===== src/rtl/drbg_keystream_buffer_if.sv =====
// DRBG-side and consumer-side signal bundle for the keystream buffer.
// The buffer connects through the slave modport; the DRBG/consumer environment uses master.
interface drbg_keystream_buffer_if #(
  parameter int OUT_WIDTH = 8,
  parameter int DEPTH     = 2
);
  localparam int LVL_W = $clog2(DEPTH) + 1;

  logic                 drbg_init_ready;
  logic                 drbg_next_bits;
  logic                 drbg_next_bits_ready;
  logic [255:0]         drbg_random_bits;
  logic                 key_req;
  logic                 key_valid;
  logic [OUT_WIDTH-1:0] key_word;
  logic                 flush;
  logic [LVL_W-1:0]     level;
  logic                 underflow;

  modport slave (
    input  drbg_init_ready, drbg_next_bits_ready, drbg_random_bits, key_req, flush,
    output drbg_next_bits, key_valid, key_word, level, underflow
  );

  modport master (
    output drbg_init_ready, drbg_next_bits_ready, drbg_random_bits, key_req, flush,
    input  drbg_next_bits, key_valid, key_word, level, underflow
  );
endinterface


===== src/rtl/drbg_keystream_buffer.sv =====
// Buffers DEPTH 256-bit DRBG words and hands them out as OUT_WIDTH keystream slices,
// LSB slice first, with a fetch FSM that keeps the buffer topped up.
module drbg_keystream_buffer #(
  parameter int OUT_WIDTH = 8,
  parameter int DEPTH     = 2
) (
  input  logic                    clk,
  input  logic                    reset,
  drbg_keystream_buffer_if.slave  io_bus
);
  localparam int SLICES = 256 / OUT_WIDTH;
  localparam int PTR_W  = (SLICES > 1) ? $clog2(SLICES) : 1;
  localparam int SLOT_W = $clog2(DEPTH);
  localparam int LVL_W  = SLOT_W + 1;
  localparam logic [PTR_W-1:0] LAST_PTR = PTR_W'(SLICES - 1);
  localparam logic [LVL_W-1:0] FULL     = LVL_W'(DEPTH);

  typedef enum logic [1:0] {IDLE, REQ, WAIT_LOW} fetch_state_t;

  fetch_state_t         r_state;
  fetch_state_t         w_state_next;
  logic                 r_rdy_prev;
  logic [255:0]         r_mem [DEPTH];
  logic [SLOT_W-1:0]    r_wr_slot;
  logic [SLOT_W-1:0]    r_rd_slot;
  logic [PTR_W-1:0]     r_ptr;
  logic [LVL_W-1:0]     r_level;
  logic                 r_key_valid;
  logic [OUT_WIDTH-1:0] r_key_word;
  logic                 r_underflow;

  logic                 w_rdy_rise;
  logic                 w_capture;
  logic                 w_have_data;
  logic                 w_serve;
  logic                 w_starve;
  logic                 w_head_free;
  logic [255:0]         w_head;
  logic [OUT_WIDTH-1:0] w_slices [SLICES];

  assign w_rdy_rise  = io_bus.drbg_next_bits_ready & ~r_rdy_prev;
  assign w_have_data = (r_level != '0);
  assign w_serve     = io_bus.key_req & w_have_data & ~io_bus.flush;
  assign w_starve    = io_bus.key_req & ~w_have_data & ~io_bus.flush;
  assign w_head_free = w_serve & (r_ptr == LAST_PTR);

  assign w_head = r_mem[r_rd_slot];
  for (genvar gi = 0; gi < SLICES; gi++) begin : g_slice
    assign w_slices[gi] = w_head[gi*OUT_WIDTH +: OUT_WIDTH];
  end

  // Losing init_ready aborts any fetch in progress; an uncaptured word is dropped.
  always_comb begin
    w_state_next = r_state;
    w_capture    = 1'b0;
    if (!io_bus.drbg_init_ready) begin
      w_state_next = IDLE;
    end else begin
      case (r_state)
        IDLE: begin
          if (r_level < FULL) w_state_next = REQ;
        end
        REQ: begin
          if (io_bus.flush) begin
            w_state_next = WAIT_LOW;
          end else if (w_rdy_rise) begin
            w_capture    = 1'b1;
            w_state_next = WAIT_LOW;
          end
        end
        WAIT_LOW: begin
          if (!io_bus.drbg_next_bits_ready) w_state_next = IDLE;
        end
        default: w_state_next = IDLE;
      endcase
    end
  end

  always_ff @(posedge clk) begin
    if (reset) begin
      r_state    <= IDLE;
      r_rdy_prev <= 1'b0;
    end else begin
      r_state    <= w_state_next;
      r_rdy_prev <= io_bus.drbg_next_bits_ready;
    end
  end

  always_ff @(posedge clk) begin
    if (!reset && w_capture) r_mem[r_wr_slot] <= io_bus.drbg_random_bits;
  end

  always_ff @(posedge clk) begin
    if (reset) begin
      r_wr_slot   <= '0;
      r_rd_slot   <= '0;
      r_ptr       <= '0;
      r_level     <= '0;
      r_key_valid <= 1'b0;
      r_key_word  <= '0;
      r_underflow <= 1'b0;
    end else begin
      r_key_valid <= w_serve;
      if (w_serve)  r_key_word  <= w_slices[r_ptr];
      if (w_starve) r_underflow <= 1'b1;
      if (io_bus.flush) begin
        r_wr_slot <= '0;
        r_rd_slot <= '0;
        r_ptr     <= '0;
        r_level   <= '0;
      end else begin
        if (w_capture)   r_wr_slot <= r_wr_slot + 1'b1;
        if (w_head_free) r_rd_slot <= r_rd_slot + 1'b1;
        if (w_serve)     r_ptr     <= w_head_free ? '0 : r_ptr + 1'b1;
        // A capture and a head release in the same cycle leave the level unchanged.
        if (w_capture && !w_head_free)      r_level <= r_level + 1'b1;
        else if (!w_capture && w_head_free) r_level <= r_level - 1'b1;
      end
    end
  end

  assign io_bus.drbg_next_bits = (r_state == REQ);
  assign io_bus.key_valid      = r_key_valid;
  assign io_bus.key_word       = r_key_word;
  assign io_bus.level          = r_level;
  assign io_bus.underflow      = r_underflow;
endmodule


===== src/flat_wrapper.sv =====
// flat-port wrapper written by rule: the top's interface ports become plain ports
module drbg_keystream_buffer_flat 
#(
  parameter int OUT_WIDTH = 8,
  parameter int DEPTH     = 2
)
  (clk, reset, io_bus_drbg_init_ready, io_bus_drbg_next_bits_ready, io_bus_drbg_random_bits, io_bus_key_req, io_bus_flush, io_bus_drbg_next_bits, io_bus_key_valid, io_bus_key_word, io_bus_level, io_bus_underflow);
  drbg_keystream_buffer_if #(.OUT_WIDTH(OUT_WIDTH), .DEPTH(DEPTH)) io_bus_i ();
  input  logic clk;
  input  logic reset;
  input wire logic [$bits(io_bus_i.drbg_init_ready)-1:0] io_bus_drbg_init_ready;
  input wire logic [$bits(io_bus_i.drbg_next_bits_ready)-1:0] io_bus_drbg_next_bits_ready;
  input wire logic [$bits(io_bus_i.drbg_random_bits)-1:0] io_bus_drbg_random_bits;
  input wire logic [$bits(io_bus_i.key_req)-1:0] io_bus_key_req;
  input wire logic [$bits(io_bus_i.flush)-1:0] io_bus_flush;
  output wire logic [$bits(io_bus_i.drbg_next_bits)-1:0] io_bus_drbg_next_bits;
  output wire logic [$bits(io_bus_i.key_valid)-1:0] io_bus_key_valid;
  output wire logic [$bits(io_bus_i.key_word)-1:0] io_bus_key_word;
  output wire logic [$bits(io_bus_i.level)-1:0] io_bus_level;
  output wire logic [$bits(io_bus_i.underflow)-1:0] io_bus_underflow;
  assign io_bus_i.drbg_init_ready = io_bus_drbg_init_ready;
  assign io_bus_i.drbg_next_bits_ready = io_bus_drbg_next_bits_ready;
  assign io_bus_i.drbg_random_bits = io_bus_drbg_random_bits;
  assign io_bus_i.key_req = io_bus_key_req;
  assign io_bus_i.flush = io_bus_flush;
  assign io_bus_drbg_next_bits = io_bus_i.drbg_next_bits;
  assign io_bus_key_valid = io_bus_i.key_valid;
  assign io_bus_key_word = io_bus_i.key_word;
  assign io_bus_level = io_bus_i.level;
  assign io_bus_underflow = io_bus_i.underflow;
  drbg_keystream_buffer #(.OUT_WIDTH(OUT_WIDTH), .DEPTH(DEPTH)) u_core (.clk(clk), .reset(reset), .io_bus(io_bus_i));
endmodule

===== config.mk =====
export PLATFORM = sky130hd
export DESIGN_NAME = drbg_keystream_buffer_flat
export DESIGN_NICKNAME = d
export VERILOG_FILES = /design/src/rtl/drbg_keystream_buffer_if.sv /design/src/rtl/drbg_keystream_buffer.sv /design/src/flat_wrapper.sv
export SDC_FILE = /design/constraint.sdc
export NUM_CORES = 1
export LEC_CHECK = 0
export BUFFER_PORTS_ARGS = -buffer_cell sky130_fd_sc_hd__buf_2
export CORE_AREA = 4 4 272 274
export DETAILED_ROUTE_END_ITERATION = 12
export DIE_AREA = 0 0 276 278
export HOLD_SLACK_MARGIN = 0.1
export SETUP_SLACK_MARGIN = 0.15
export SKIP_CTS_REPAIR_TIMING = 1
export SKIP_LAST_GASP = 1
export SLEW_MARGIN = 20
export SYNTH_ARGS = -nofsm -noshare
export SYNTH_HDL_FRONTEND = slang
export SYNTH_SLANG_ARGS = --single-unit
export TNS_END_PERCENT = 10

===== constraint.sdc =====
create_clock -name clk -period 19.26 [get_ports clk]
set_input_delay 0.963 -clock clk [delete_from_list [all_inputs] [get_ports clk]]
set_output_delay 0.963 -clock clk [all_outputs]
set_load 0.1 [all_outputs]

**Yosys cells after proc, flatten, opt, wreduce, memory -nomap -nowiden**

Memory sizes are Yosys's and may differ from the RTL's. A register that Yosys moved wholly into a read port is not among the register bits.
Cells that the tools add are included.
W data, S select, Z words.

- $lt $le $gt $ge: 2
- Bitwise logic cells: 11
- Add/sub/neg operators: 5
- Muxes and demuxes: 19
- Equality and inequality tests: 6
- Reductions and logical operators: 12

Operators with widths:

| cell | count |
|---|---|
| $bmux W8 S5 | 1 |
| $mux W8 | 2 |
| $mux W2 | 6 |
| $mux W1 | 8 |
| $and A1 B1 Y1 | 6 |
| $ge A6 B6 Y1 const B | 1 |
| $not A5 Y6 | 1 |
| $pmux W2 S3 | 1 |
| $add A5 B1 Y5 const B | 1 |
| $eq A5 B5 Y1 const B | 1 |
| $mux W5 | 1 |
| $not A1 Y1 | 4 |
| $reduce_bool A2 Y1 | 2 |
| $reduce_or A2 Y1 | 2 |
| $logic_and A1 B1 Y1 | 3 |
| $logic_not A1 Y1 | 3 |
| $ne A3 B2 Y1 const B | 1 |
| $reduce_and A3 Y1 | 1 |
| $add A1 B1 Y1 const B | 2 |
| $add A2 B1 Y2 const B | 1 |
| $eq A2 B1 Y1 const B | 1 |
| $eq A2 B2 Y1 const B | 1 |
| $logic_not A2 Y1 | 1 |
| $lt A2 B2 Y1 const B | 1 |
| other kinds (3) | 3 |

- RAM bits: 512
- Input bits: 262
- Memories: 1
- Flip-flop bits (word level): 22

Memories:

| memory | words | bits a word | rd ports | clocked after Yosys merged registers in | wr ports | line | text |
|---|---|---|---|---|---|---|---|
| u_core.r_mem | 2 | 256 | 1 | 1 | 1 | drbg_keystream_buffer.sv:23 | `logic [255:0] r_mem [DEPTH];` |

**Depth between registers and ports, before layout**

- Depth after elaboration: 10
- Gate-level depth with buffers: 9

**Worst setup path before layout**

OpenSTA, ideal clock, no wires.

- Path type: register to register
- Start point: register u_core.r_state[0]
- End point: memory u_core.r_mem[1][0] (enable)
- Path buffers: 0
- Stages on the path, launching flop included: 4
- Data required time: 18.020 ns
- Arrival time: 20.647 ns
- Slack: -2.628 ns
- Library setup time: 1.240 ns
- Cell sequence: dfxtp_1 > nor2b_1 > nand4b_1 > nor3b_1

- Cells in the longest elaborated chain, start to end: 6

RTL lines:

| what | line | text |
|---|---|---|
| start, declared | drbg_keystream_buffer.sv:20 | `fetch_state_t r_state;` |
| start signal, assigned | drbg_keystream_buffer.sv:84 | `r_state <= w_state_next;` |
| $eq A2 B1 Y1 | -- |  |
| via io_bus_drbg_next_bits | flat_wrapper.sv:16 | `output wire logic [$bits(io_bus_i.drbg_next_bits)-1:0] io_bus_drbg_next_bits;` |
| $mux W1 | drbg_keystream_buffer.sv:59 | `case (r_state)` |
| $mux W1 | drbg_keystream_buffer.sv:56 | `if (!io_bus.drbg_init_ready) begin` |
| $logic_and A1 B1 Y1 | drbg_keystream_buffer.sv:90 | `if (!reset && w_capture) r_mem[r_wr_slot] <= io_bus.drbg_random_bits;` |
| $mux W1 | drbg_keystream_buffer.sv:90 |  |
| $mux W1 (implied by the code) | drbg_keystream_buffer.sv:90 |  |
| end, declared | drbg_keystream_buffer.sv:23 |  |

The timed path passes the listed nets, and every way through them passes these cells.

**Worst setup path after layout**

- Start point: input port io_bus_drbg_next_bits_ready
- End point: memory u_core.r_mem[1][226] (enable)

- Cells in the longest elaborated chain, start to end: 8

RTL lines:

| what | line | text |
|---|---|---|
| start, declared | flat_wrapper.sv:12 | `input wire logic [$bits(io_bus_i.drbg_next_bits_ready)-1:0] io_bus_drbg_next_bits_ready;` |
| $and A1 B1 Y1 | drbg_keystream_buffer.sv:41 | `assign w_rdy_rise = io_bus.drbg_next_bits_ready & ~r_rdy_prev;` |
| $mux W1 | drbg_keystream_buffer.sv:66 | `end else if (w_rdy_rise) begin` |
| $mux W1 | drbg_keystream_buffer.sv:64 | `if (io_bus.flush) begin` |
| $mux W1 | drbg_keystream_buffer.sv:59 |  |
| $mux W1 | drbg_keystream_buffer.sv:56 |  |
| $logic_and A1 B1 Y1 | drbg_keystream_buffer.sv:90 |  |
| $mux W1 | drbg_keystream_buffer.sv:90 |  |
| $mux W1 (implied by the code) | drbg_keystream_buffer.sv:90 |  |

No other way between the ends.

==> impl_metrics.json <==
{
  "cts_made_buffers": 57,
  "vias_per_cell": 4.72,
  "max_freq_mhz": 295,
  "clk_latency_ns": 0.60,
  "synth_edf_count": 512,
  "powerDensity_nw_per_um2": 97.6,
  "portBuffers": 274,
  "rsz0062_at_grt": "no",
  "drc": 0,
  "synth.net_count": 1340,
  "dpl_cell_area_sq_um": 23100,
  "setup_viol": 0,
  "internal_power_mw": 1.97,
  "syn2layout_area_growth_pct": 21.1,
  "grt_max_degree": 177,
  "async_flop_share_pct": 0,
  "finish.instance_area_sq_um": 25000,
  "routedWlPerCell_microns": 22.9,
  "dp_hpwl_microns": 36900,
  "ant_nets": 0,
  "cts_buffer_depth": 3,
  "nFillCells": 6814,
  "crit_path_start_kind": "input port",
  "p_leak_nw": 7.97,
  "drv_slew": 0,
  "yosysWarnings": 0,
  "syn_inst": 1075,
  "power_frac_seq_pct": 52.3,
  "rows": 98,
  "hold_viol": 0,
  "die_area_sq_um": 76700,
  "required_ns": 19.46,
  "gr-total-overflow": 0,
  "multi_input_area_sq_um": 4500,
  "grt_antenna_before_repair": 24,
  "dr.pass1.iters": 7,
  "grt_pass1_vias": 11700,
  "final.setup.worst_slack_ns": 15.87,
  "cp_max_fo": 70,
  "p_sw_uw": 473,
  "clkPwrFrac_pct": 45.8,
  "hold_path_class": "register to register",
  "vdd_ir_drop_max_uv": 67.8,
  "synth-seq-cells": 535,
  "htree_num_levels": 2,
  "p_total_mw": 2.44,
  "nNetsFinal": 1630,
  "mappedNetlistArea_sq_um": 20700,
  "criticalPathCategory": "input port to register",
  "tightest_slew_ns": 1.14,
  "yosysSeqAreaShare_pct": 76.6,
  "netlist-cell-type-count": 50,
  "grt_pass1_wl_microns": 78600,
  "slew_headroom_pct": 23.8,
  "fin_crit_sh_pct": 17.6,
  "layout-drive-gt1-share_pct": 32.5,
  "track_usage_pct": 13.7,
  "num_io_pins": 275,
  "drv_cap": 0,
  "initial_utilization_pct": 29.0,
  "min_period_ns": 3.39,
  "initialDrtViolationCount": 1206,
  "seq_area_sq_um": 15800,
  "cts_root_buf": "clkbuf_16",
  "arrival_ns": 3.59,
  "core_area_sq_um": 71400,
  "cts_sinks": 535,
  "clkTransAtPathRegs_ns": 0.06,
  "final_util_pct": 35.1,
  "pre_cts_ws_ns": 15.14,
  "synth_area_per_cell_sq_um": 19.2,
  "p_comb_share_pct": 1.9,
  "die_x_microns": 276,
  "hold_slack_ns": 0.489,
  "fin_worst_skew_ns": 0.0185,
  "cp-end-kind": "register",
  "gp_congestion": 0.731,
  "vias": 11200,
  "die_h_microns": 278,
  "drt-total-wl_microns": 54500,
  "status": "finished clean",
  "ys.flop_type": "edfxtp_1",
  "cts_tree": "built",
  "swShare_pct": 19.4
}
## power by group through the flow
stage                     sequential (mW)  combinational (mW)  clock [mW]
after detailed placement             1.30              0.0476           0
after floorplan                      1.31             0.00609           0
after global routing                 1.28              0.0517        1.20
after global placement               1.30              0.0451           0
final                                1.28              0.0473        1.12
after CTS                            1.28              0.0478        1.15
## final timing paths
kind	end	slack [ns]	cells after the start	startpoint
setup reg to reg	u_core.io_bus.key_word[1]	15.89	5	register
hold / removal	u_core.io_bus.key_word[2]	0.49	2	u_core.io_bus.key_word[2]
setup / recovery	u_core.r_mem[1][226]	15.87	6	io_bus_drbg_next_bits_ready
hold reg to reg	u_core.io_bus.key_word[2]	0.49	2	u_core.io_bus.key_word[2]
## layout by cell type (no fill, tap or decap), types with 10 or more instances in the layout
cell type and n:
a21oi_1 17, a221oi_1 17, a22oi_1 36, buf_2 274
buf_4 13, clkbuf_16 59, clkinv_1 10, clkinv_2 12
dfxtp_1 20, diode_2 16, edfxtp_1 512, mux2_2 14
mux2i_1 138, mux4_2 52, nand2_1 29, nand3_1 23
nor2_1 16, o21ai_0 27, o22ai_1 20
## routing by layer
metal	vias to the layer above	GRT usage, %	wire length (microns)
li1	5028	-	-
met5	-	0	13
met2	412	22.7	26400
met4	2	3.77	1330
met3	94	3.05	3890
met1	5694	18.4	22800
## Yosys cell counts, types with 2 or more instances
| cell | instances | share of area (%) |
|---|---|---|
| clkbuf_1 | 24 | 0.44 |
| nor2_1 | 16 | 0.29 |
| nand3b_1 | 7 | 0.25 |
| o21ai_0 | 27 | 0.65 |
| mux2_2 | 14 | 0.76 |
| o31ai_1 | 7 | 0.25 |
| and3_1 | 2 | 0.061 |
| and2_1 | 2 | 0.061 |
| ha_1 | 3 | 0.18 |
| nor3_1 | 2 | 0.048 |
| buf_1 | 5 | 0.091 |
| nor2b_1 | 10 | 0.30 |
| inv_1 | 3 | 0.054 |
| o21ai_1 | 2 | 0.048 |
| buf_2 | 9 | 0.22 |
| mux4_2 | 52 | 5.7 |
| edfxtp_1 | 512 | 74 |
| a22oi_1 | 36 | 1.3 |
| xor2_1 | 4 | 0.17 |
| mux2i_1 | 138 | 6.7 |
| dfxtp_1 | 23 | 2.2 |
| buf_4 | 12 | 0.44 |
| o22ai_1 | 20 | 0.61 |
| a21oi_1 | 17 | 0.41 |
| nand2b_1 | 6 | 0.18 |
| nor3b_1 | 4 | 0.15 |
| a32oi_1 | 8 | 0.34 |
| and4b_1 | 7 | 0.34 |
| buf_8 | 2 | 0.15 |
| buf_6 | 7 | 0.38 |
| and4_1 | 6 | 0.25 |
| nand4b_1 | 2 | 0.085 |
| nand3_1 | 23 | 0.56 |
| a221oi_1 | 17 | 0.72 |
| nand2_1 | 29 | 0.53 |
| or2_2 | 3 | 0.091 |
## state kept, by name, indices dropped and copies added, names as in the netlist, named ones only
name                     cells
u_core.r_rd_slot             1
u_core.r_mem               512
u_core.io_bus.key_word       8
u_core.r_ptr                 5
u_core.io_bus.underflow      1
u_core.r_rdy_prev            1
u_core.io_bus.key_valid      1
u_core.r_wr_slot             1
u_core.r_state               2
u_core.io_bus.level          2
## critical path, cell delays in order
cell	delay, ns
buf_2	0.10
nor2b_1	0.16
nand4b_1	0.29
nor3b_4	0.24
buf_4	0.80
buf_4	0.87
## through the flow
step | TNS (ns) | instances
after floorplan | -367.56 | 1075
after global placement | 0 | 2256
after detailed placement | 0 | 2256
after CTS | 0 | 2363
after global routing | 0 | 2368
final | 0 | 2379
## kinds of logic after synthesis
kind of cell	count (synthesis)	share of synthesized area [%]
DFF	535	76.6
muxes	204	13.1
and+or+nand+nor	127	3.54
AOI/OAI and AO/OA	140	4.63
xor gates and xnor gates	4	0.169
adders and majority gates	3	0.182
buffers and inverters	62	1.76
## layout make-up
| type | count | area share [%] |
|---|---|---|
| Inverter | 3 | 0.0450 |
| Clock buffer | 69 | 6.13 |
| Antenna cell | 16 | 0.160 |
| Multi-Input combinational cell | 478 | 18.0 |
| Sequential cell | 535 | 63.3 |
| Timing Repair Buffer | 290 | 6.07 |
| Tap cell | 950 | 4.75 |
| Clock inverter | 38 | 1.62 |
(Power assumes the default switching activity.)
